## src/rtl/mem.sv

```systemverilog
`default_nettype none
// ============================================================================
// Module   : mem
// Brief    : Memory-access pipeline stage; owns the EXE->MEM register, issues
//            loads/stores to a synchronous-read RAM, builds the MEM->WB bus.
// Revision : 1.0  initial release
// ============================================================================
module mem (
    input  logic         clk,
    input  logic         rst,
    input  logic         EXE_over,
    input  logic [153:0] EXE_MEM_bus,
    input  logic         cancel,
    input  logic         WB_allow_in,
    input  logic [31:0]  dm_rdata,
    output logic         MEM_allow_in,
    output logic         MEM_valid,
    output logic         MEM_over,
    output logic [31:0]  dm_addr,
    output logic [3:0]   dm_wen,
    output logic [31:0]  dm_wdata,
    output logic [117:0] MEM_WB_bus,
    output logic [4:0]   MEM_wdest,
    output logic [31:0]  MEM_pc
);

    typedef enum logic [1:0] {
        S_IDLE      = 2'd0,
        S_LOAD_WAIT = 2'd1,
        S_LOAD_HOLD = 2'd2
    } state_t;

    state_t         r_state;
    state_t         w_state_nxt;
    logic [153:0]   r_bus;
    logic           r_valid;
    logic           r_issued;
    logic [31:0]    r_rdata;

    logic           w_load_en;
    logic           w_inst_load;
    logic           w_inst_store;
    logic           w_ls_word;
    logic           w_lb_sign;
    logic [31:0]    w_store_data;
    logic [31:0]    w_exe_result;
    logic [31:0]    w_raw;
    logic [7:0]     w_byte;
    logic [31:0]    w_load_value;
    logic [31:0]    w_mem_result;
    logic [3:0]     w_wen;

    assign w_inst_load  = r_bus[153];
    assign w_inst_store = r_bus[152];
    assign w_ls_word    = r_bus[151];
    assign w_lb_sign    = r_bus[150];
    assign w_store_data = r_bus[149:118];
    assign w_exe_result = r_bus[117:86];

    assign MEM_allow_in = ~r_valid | (MEM_over & WB_allow_in);
    assign w_load_en    = EXE_over & MEM_allow_in;

    always_ff @(posedge clk) begin
        if (rst) begin
            r_bus    <= '0;
            r_valid  <= 1'b0;
            r_issued <= 1'b0;
            r_rdata  <= '0;
        end else begin
            if (w_load_en) begin
                r_bus <= EXE_MEM_bus;
            end
            if (cancel) begin
                r_valid <= 1'b0;
            end else if (MEM_allow_in) begin
                r_valid <= EXE_over;
            end
            // r_issued marks that the first cycle (address/store issue) is done
            if (w_load_en) begin
                r_issued <= 1'b0;
            end else if (r_valid) begin
                r_issued <= 1'b1;
            end
            if (r_state == S_LOAD_WAIT) begin
                r_rdata <= dm_rdata;
            end
        end
    end

    always_ff @(posedge clk) begin
        if (rst) begin
            r_state <= S_IDLE;
        end else begin
            r_state <= w_state_nxt;
        end
    end

    always_comb begin
        w_state_nxt = r_state;
        case (r_state)
            S_IDLE: begin
                if (r_valid & w_inst_load & ~r_issued) begin
                    w_state_nxt = S_LOAD_WAIT;
                end
            end
            S_LOAD_WAIT: w_state_nxt = WB_allow_in ? S_IDLE : S_LOAD_HOLD;
            S_LOAD_HOLD: begin
                if (WB_allow_in) begin
                    w_state_nxt = S_IDLE;
                end
            end
            default:     w_state_nxt = S_IDLE;
        endcase
        if (cancel) begin
            w_state_nxt = S_IDLE;
        end
    end

    // RAM data is only live in LOAD_WAIT; a WB stall replays the captured copy
    assign w_raw = (r_state == S_LOAD_HOLD) ? r_rdata : dm_rdata;

    always_comb begin
        w_byte = w_raw[7:0];
        case (w_exe_result[1:0])
            2'd0:    w_byte = w_raw[7:0];
            2'd1:    w_byte = w_raw[15:8];
            2'd2:    w_byte = w_raw[23:16];
            default: w_byte = w_raw[31:24];
        endcase
    end

    assign w_load_value = w_ls_word ? w_raw : {{24{w_lb_sign & w_byte[7]}}, w_byte};
    assign w_mem_result = w_inst_load ? w_load_value : w_exe_result;

    always_comb begin
        w_wen = 4'b0000;
        if (r_valid & w_inst_store & ~r_issued & ~cancel) begin
            w_wen = w_ls_word ? 4'b1111 : (4'b0001 << w_exe_result[1:0]);
        end
    end

    assign MEM_valid  = r_valid;
    assign MEM_over   = r_valid & (~w_inst_load | (r_state == S_LOAD_WAIT) |
                                   (r_state == S_LOAD_HOLD));
    assign dm_addr    = w_exe_result;
    assign dm_wen     = w_wen;
    assign dm_wdata   = w_ls_word ? w_store_data : {4{w_store_data[7:0]}};
    assign MEM_WB_bus = {r_bus[37], r_bus[36:32], w_mem_result, r_bus[85:54],
                         r_bus[53:38], r_bus[31:0]};
    assign MEM_wdest  = r_bus[36:32] & {5{r_valid}};
    assign MEM_pc     = r_bus[31:0];

endmodule
`default_nettype wire

```

## config.mk

```make
export PLATFORM = sky130hd
export DESIGN_NAME = mem
export DESIGN_NICKNAME = d
export VERILOG_FILES = /design/src/rtl/mem.sv
export SDC_FILE = /design/constraint.sdc
export NUM_CORES = 1
export LEC_CHECK = 0
export ABC_AREA = 1
export BUFFER_PORTS_ARGS = -buffer_cell sky130_fd_sc_hd__buf_2
export CAP_MARGIN = 20
export CORE_AREA = 2 2 161 163
export DETAILED_ROUTE_END_ITERATION = 8
export DIE_AREA = 0 0 163 165
export GPL_TIMING_DRIVEN = 0
export MAX_ROUTING_LAYER = met4
export PLACE_DENSITY = 0.71
export SYNTH_ARGS = -nofsm -noshare
export SYNTH_HDL_FRONTEND = slang
export SYNTH_SLANG_ARGS = --single-unit
```

## constraint.sdc

```tcl
create_clock -name clk -period 2 [get_ports clk]
set_input_delay 0.4 -clock clk [delete_from_list [all_inputs] [get_ports clk]]
set_output_delay 0.4 -clock clk [all_outputs]
set_load 0.01 [all_outputs]
```

==> results of run 1 <==
==> layer usage <==
layer	share of wire, %	GRT usage, %
met2	50	48.8
met4	3.7	12.0
met3	7.7	6.60
met1	38	32.7
met5	0	-
==> cells in the mapped netlist, drive strengths merged <==
master,instances
a21oi,59
o22ai,1
nand4,1
dfxtp,190
nor3,154
o21bai,1
a31oi,3
inv,33
o21ai,210
buf,175
nor4,1
clkinv,1
a211oi,1
a2111oi,1
nand3,14
nor2,252
nand2,172
clkbuf,82
==> worst max-delay path, delay by kind of cell (launching register included) <==
kind | cells | cell delay (ns)
buffers and inverters | 4 | 0.51
AO/OA/AOI/OAI | 2 | 0.30
AND/OR/NAND/NOR | 5 | 0.43
flip-flops | 1 | 0.42
==> power by group through the flow <==
stage               Sequential [W]  Clock, W  Combinational [W]
finish                     0.00422   0.00364            0.00249
global placement           0.00429         0            0.00213
CTS                        0.00421   0.00368            0.00230
global route               0.00425   0.00383            0.00269
detailed placement         0.00429         0            0.00214
floorplan                  0.00423         0            0.00125
==> worst max path at each step <==
stage	start	end	cells past startpoint
after global routing	r_bus[86]	MEM_WB_bus[88]	10
after detailed placement	r_bus[86]	MEM_WB_bus[103]	10
after CTS	r_bus[86]	MEM_WB_bus[109]	10
after floorplan	r_bus[86]	MEM_WB_bus[100]	9
after global placement	r_bus[86]	MEM_WB_bus[101]	10
final	r_state[1]	MEM_WB_bus[81]	11
==> logic make-up (layout without fill, tap and decap cells) <==
group,count (synthesis),in the layout
AOI/OAI and AO/OA,276,276
DFF,190,190
buffers and inverters,291,769
and+or+nand+nor,594,594
other,0,9
==> cell type report <==
type	count	area, µm²	area share, %
multi-input combinational	870	4410	32.2
sequential	190	3820	27.9
timing repair buffer	446	2500	18.3
buffer	257	1750	12.8
clock buffer	17	425	3.11
tap	330	413	3.02
clock inverter	15	198	1.44
inverter	34	143	1.04
antenna	9	22.5	0.165
==> through the flow <==
stage	setup TNS [ns]	setup slack [ns]
2_1_floorplan	0	0.00152
3_5_place_dp	-40.54	-0.834
4_1_cts	-11.87	-0.423
5_1_grt	-17.70	-0.598
3_3_place_gp	-37.88	-0.848
6_report	-14.90	-0.516
==> registers in the layout (all words and copies together), names as in the netlist <==
| signal | count |
|---|---|
| r_state | 2 |
| MEM_valid | 1 |
| r_rdata | 32 |
| r_bus | 154 |
| r_issued | 1 |
==> timing repair <==
item                                    4_1_cts  5_1_grt
endpoints found under the hold margin         0        0
pin swaps                                     8       29
endpoints found under the setup margin      212      181
gates cloned                                  1        3
resized for setup                           135      168
buffers inserted                             17       11
==> key figures, run 1 <==
Cells and area
  – Final Core Density: between 50% and 60%
  – Finished Cell Area: ~14000 µm²
  – Most common cell after layout, fill and taps aside: buf_2
  – Layout cells sized above 1: 42.7%
  – Finished Layout Cells: approximately 2200
  – Synth-to-Final Area Change: 46.2%
  – Fin nets: between 2000 and 2500
  – Most frequent cells in the layout: buf_2, nor2_1, dfxtp_1
  – Fillcell total: roughly 2500

Hold path
  – Hold_sp: rst
  – Hold path endpoint: MEM_valid
  – Min-delay worst type: input port to flip-flop
  – Hold depth: 2

Power
  – P_leak: 6.89 nW
  – Sw Share: a little under a third
  – Power Dens Cells: around 760 nW/µm²
  – Total power: around 0.010 W
  – Sw Pwr: between 0.003 and 0.004 W
  – Internal: a little over 0.007 W
  – Gate power share: approximately 24%
  – Clk pwr share: between 30% and 40%
  – Sequential power share: roughly 40%
  – Peak VDD IR: about 0.00045 V

Placement
  – Number of I/O port buffers: 416
  – Placement-stage cell area: between 10000 and 15000 µm²
  – Post-placement cell count: 2097
  – Routability cong.: around 1
  – Detail Placement HPWL: around 30000 µm

Die
  – # rows: 58
  – Core Area: between 20000 and 30000 µm²
  – Die width: approximately 160 µm
  – Initial Utilization: between 30% and 40%
  – Die H: 165 µm
  – IO Count: between 400 and 500
  – Die area: around 27000 µm²

CTS
  – Clk slew on worst S/H paths: approximately 0.08 ns
  – H-tree depth: 4
  – Clk_lat worst skew: around 0.44 ns
  – CTS tree: yes
  – CTS Root Cell: clkbuf_16
  – Clock Path Buffers: 2
  – Hold_buf cts: 0
  – CTS sink cnt: 190
  – Total CTS buffers: 17

Drt
  – Routed Antenna Nets: 0
  – Initial drt markers: 774
  – Drt pass-1 iters: 5
  – DR vias/cell: a little over 5
  – Post-Route WL: about 40000 µm
  – Routed len/inst: around 18 µm
  – Vias: about 11000
  – # DRC: 0

Synthesis
  – Mapped cell area: between 9000 and 10000 µm²
  – Combinational family with the most area after synthesis: simple AND/OR/NAND/NOR gates
  – Ys Warns: 0
  – Mux cell area share after synthesis: 0%
  – Register area share after synthesis: 40.6%
  – Top-area cell type share of the netlist area: 40.6%
  – Post-synthesis simple-gate area fraction: a little over a quarter
  – Yosys cell types: 25
  – Top area cells in the synthesized netlist: dfxtp_1, buf_4, o21ai_0
  – Post-synthesis adder-cell area fraction: 0%
  – Post-synth top area cell: dfxtp_1
  – FF+latch count, synth: 190
  – Mapped Cells: approximately 1400
  – Syn Nets: 1542
  – Post-Synth XOR/XNOR Area: 0%
  – Mean post-synth cell area: 6.93 µm²
  – Post-synthesis compound-gate area fraction: between 10% and 20%

Worst setup path
  – R2r setup slk: 0.04 ns
  – Cell mode on critical path: nand2_1
  – Reg-to-Reg End: r_bus[75]
  – Startpoint Class: flip-flop
  – Reg-to-reg startpoint: r_state[1]
  – Crit path max fanout: 5
  – Worst R2R Path Depth: 11
  – Max stage delay on crit path: ~0.42 ns
  – CP arrival: 2.12 ns
  – Slowest-stage cell, CP: dfxtp_4
  – Crit path capture type: output port
  – Worst path cell trace: inv_4, nor2_4, buf_6, clkbuf_16, nand2_1, nand2_2, o21ai_0, o21ai_1, nand2_1, nand2_1, buf_2
  – Req. time, crit path: approximately 1.6 ns
  – Crit Path Category: flip-flop to output port

STA
  – Setup Skew: between 0.015 and 0.02 ns
  – Slew Limit Fails: 0
  – Fmax: around 400 MHz
  – Final Hold Violating Endpoints: 0
  – Crit path time final: ~2.5 ns
  – Hold slack final: around 0.17 ns
  – Crit share post-route: 126%
  – # setup viols final: 34
  – RSZ-0062 raised after global routing: true
  – Worst Tran Pin Value: 0.653 ns
  – Worst rel slew slack: between 50 and 60%
  – Final worst slack: -0.516 ns

Run status
  – Outcome: finished, violations left
  – Failing checks: setup timing

Global route
  – Initial antenna violation count: 6
  – First-pass GRT wire length: between 50000 and 60000 µm
  – Largest net degree at the start of global routing: 20
  – GR Util All Layers: ~29%
  – Vias in the first global route: between 10000 and 15000
  – Grt total ovfl: 0

Flow run
  – MaxCap Viol Count: 0
Power figures use the tool's default switching activity.
==> run 2, diff against run 1 <==
--- a/config.mk
+++ b/config.mk
@@ -6,7 +6,7 @@
 export NUM_CORES = 1
 export LEC_CHECK = 0
 export ABC_AREA = 1
-export BUFFER_PORTS_ARGS = -buffer_cell sky130_fd_sc_hd__buf_2
+export BUFFER_PORTS_ARGS = -buffer_cell sky130_fd_sc_hd__buf_4
 export CAP_MARGIN = 20
 export CORE_AREA = 2 2 161 163
 export DETAILED_ROUTE_END_ITERATION = 8
==> run 2 against run 1 <==
The run still ends with setup timing left. Hold slack got worse by 0.037 ns. Highest routed layer unchanged. Sequential power barely moved. Final cell count fell by 0.60%. Sequential cell count did not move. Global-route usage rose by 1.1 points. Register-to-register slack barely moved. Combinational power rose by 14%. Worst setup slack improved by 0.036 ns. Core utilization rose by 4.5 points. Via count fell by 0.82%. Count of clock-buffer cells in the layout did not move. Die area did not move.
==> key figures, run 2 (synthesized netlist as in run 1, its figures left out) <==
Placement
  – Detail Placement HPWL: around 31000 µm
  – Post-placement cell count: 2097
  – Number of I/O port buffers: between 400 and 500
  – Routability cong.: about 0.95

STA
  – Slew Limit Fails: 0
  – Setup Skew: 0.0193 ns
  – Crit share post-route: 124%
  – Worst rel slew slack: 54.6%
  – Fin Setup TNS: -13.87 ns
  – RSZ-0062 raised after global routing: true
  – Final Hold Violating Endpoints: 0
  – # setup viols final: 35
  – Fmax: approximately 400 MHz
  – Final worst slack: -0.479 ns
  – Crit path time final: 2.48 ns
  – Worst Tran Pin Value: just under 0.7 ns

Worst setup path
  – Worst R2R Path Depth: 11
  – CP Depth: 10
  – Startpoint Class: flip-flop
  – Worst path cell trace: inv_4, nor2_4, nand2_1, nand2_2, o21bai_1, inv_2, nand3_4, buf_16, a21oi_4, buf_6
  – Crit Path Category: flip-flop to output port
  – Delay-heaviest family, CP: buffers and inverters
  – Slowest-stage cell, CP: dfxtp_4
  – Crit path max fanout: 6
  – Buf+Inv Stages, Crit Path: 4
  – Req. time, crit path: between 1.5 and 2 ns
  – R2r setup slk: ~0.030 ns
  – Crit path capture type: output port
  – CP arrival: ~2.1 ns
  – Max stage delay on crit path: roughly 0.42 ns

Drt
  – Routed len/inst: 19.0 µm
  – Post-Route WL: about 40000 µm
  – Initial drt markers: 819
  – Vias: 10900
  – # DRC: 0
  – Routed Antenna Nets: 0
  – Drt pass-1 iters: 7
  – DR vias/cell: 5.06

Global route
  – Largest net degree at the start of global routing: 20
  – First-pass GRT wire length: around 59000 µm
  – GR Util All Layers: 29.8%
  – Vias in the first global route: around 10000
  – Initial antenna violation count: 0
  – Grt total ovfl: 0

Cells and area
  – Finished Layout Cells: around 2200
  – Final Core Density: between 50% and 60%
  – Regs by FF count: r_bus: 154 flops, r_rdata: 32 flops, r_state: 2 flops
  – Diodes inserted: 0
  – Most flops, register: r_bus
  – Synth-to-Final Area Change: 58.3%
  – Layout cells sized above 1: between 40 and 50%
  – Most common cell after layout, fill and taps aside: buf_4
  – Most frequent cells in the layout: buf_4, nor2_1, dfxtp_1
  – Max FFs per register: approximately 150
  – Fin nets: between 2000 and 2500

Die
  – Die H: about 170 µm
  – Die width: ~160 µm
  – # rows: between 50 and 60
  – Die area: 26900 µm²
  – Core Area: roughly 25000 µm²
  – Initial Utilization: about 37%
  – IO Count: 417

CTS
  – Clk slew on worst S/H paths: 0.08 ns
  – H-tree depth: 4
  – Total CTS buffers: 17
  – Clk_lat worst skew: 0.45 ns
  – Clock Path Buffers: 2
  – CTS sink cnt: 190
  – CTS Root Cell: clkbuf_16
  – CTS tree: yes

Power
  – Peak VDD IR: approximately 0.00044 V
  – P_leak: around 7 nW
  – Power Dens Cells: ~720 nW/µm²

Run status
  – Failing checks: setup timing
  – Outcome: finished, violations left

Flow run
  – MaxCap Viol Count: 0

Hold path
  – Hold depth: 2
  – Min-delay worst type: input port to flip-flop
run 2: changes by cell type in the layout (fill, tap and decap cells not counted), sizes merged:
cell / previous run / this run
buf: 621 / 615
diode: 9 / 0
inv: 40 / 41
clkinv: 7 / 5
nand2: 172 / 173
bufinv: 2 / 1
clkbuf: 99 / 100
clkinvlp: 0 / 2
run 2: final timing paths:
| check | from | endpoint |
|---|---|---|
| worst max-delay path | r_state[1] | MEM_WB_bus[101] |
| worst min-delay path | rst | MEM_valid |
| worst max register to register | r_state[1] | r_bus[99] |
| worst min register to register | r_issued | r_state[0] |
run 2: layout make-up:
type                    instances  area, µm²
multi-input cells             871       4600
well taps                     330        413
flip-flops and latches        190       3820
clock inverters                15        169
repair buffers                441       3480
inverters                      34        140
plain buffers                 257       1770
clock buffers                  17        425
fillers                      2364      10200
run 2: power breakdown:
group          switching [W]  internal [W]  leakage, nW
Sequential          0.000193       0.00403         1.57
Combinational        0.00139       0.00143         5.35
Clock                0.00177       0.00179        0.288
run 2: per-stage QoR:
stage	hold WS, ns	setup slack (ns)	power, W	instance area, µm²
finish	0.133	-0.479	0.0106	14800
global placement	0.429	-0.940	0.00675	12900
global route	0.119	-0.553	0.0110	14800
CTS	0.115	-0.453	0.0105	14500
detailed placement	0.435	-0.878	0.00677	12900
floorplan	0.415	0.00152	0.00548	9360
run 2: per-layer routing:
layer / routed length [µm] / track usage, %
met5: 0 / -
met2: 20200 / 50.0
met1: 15600 / 33.9
met3: 3450 / 7.46
met4: 1610 / 13.0
run 2: what timing repair did:
action | in CTS | in global routing
hold buffers | 0 | 0
cloned | 4 | 1
gates resized for setup | 229 | 132
endpoints found under the setup margin | 199 | 164
setup buffers | 17 | 5
pin swaps | 41 | 32
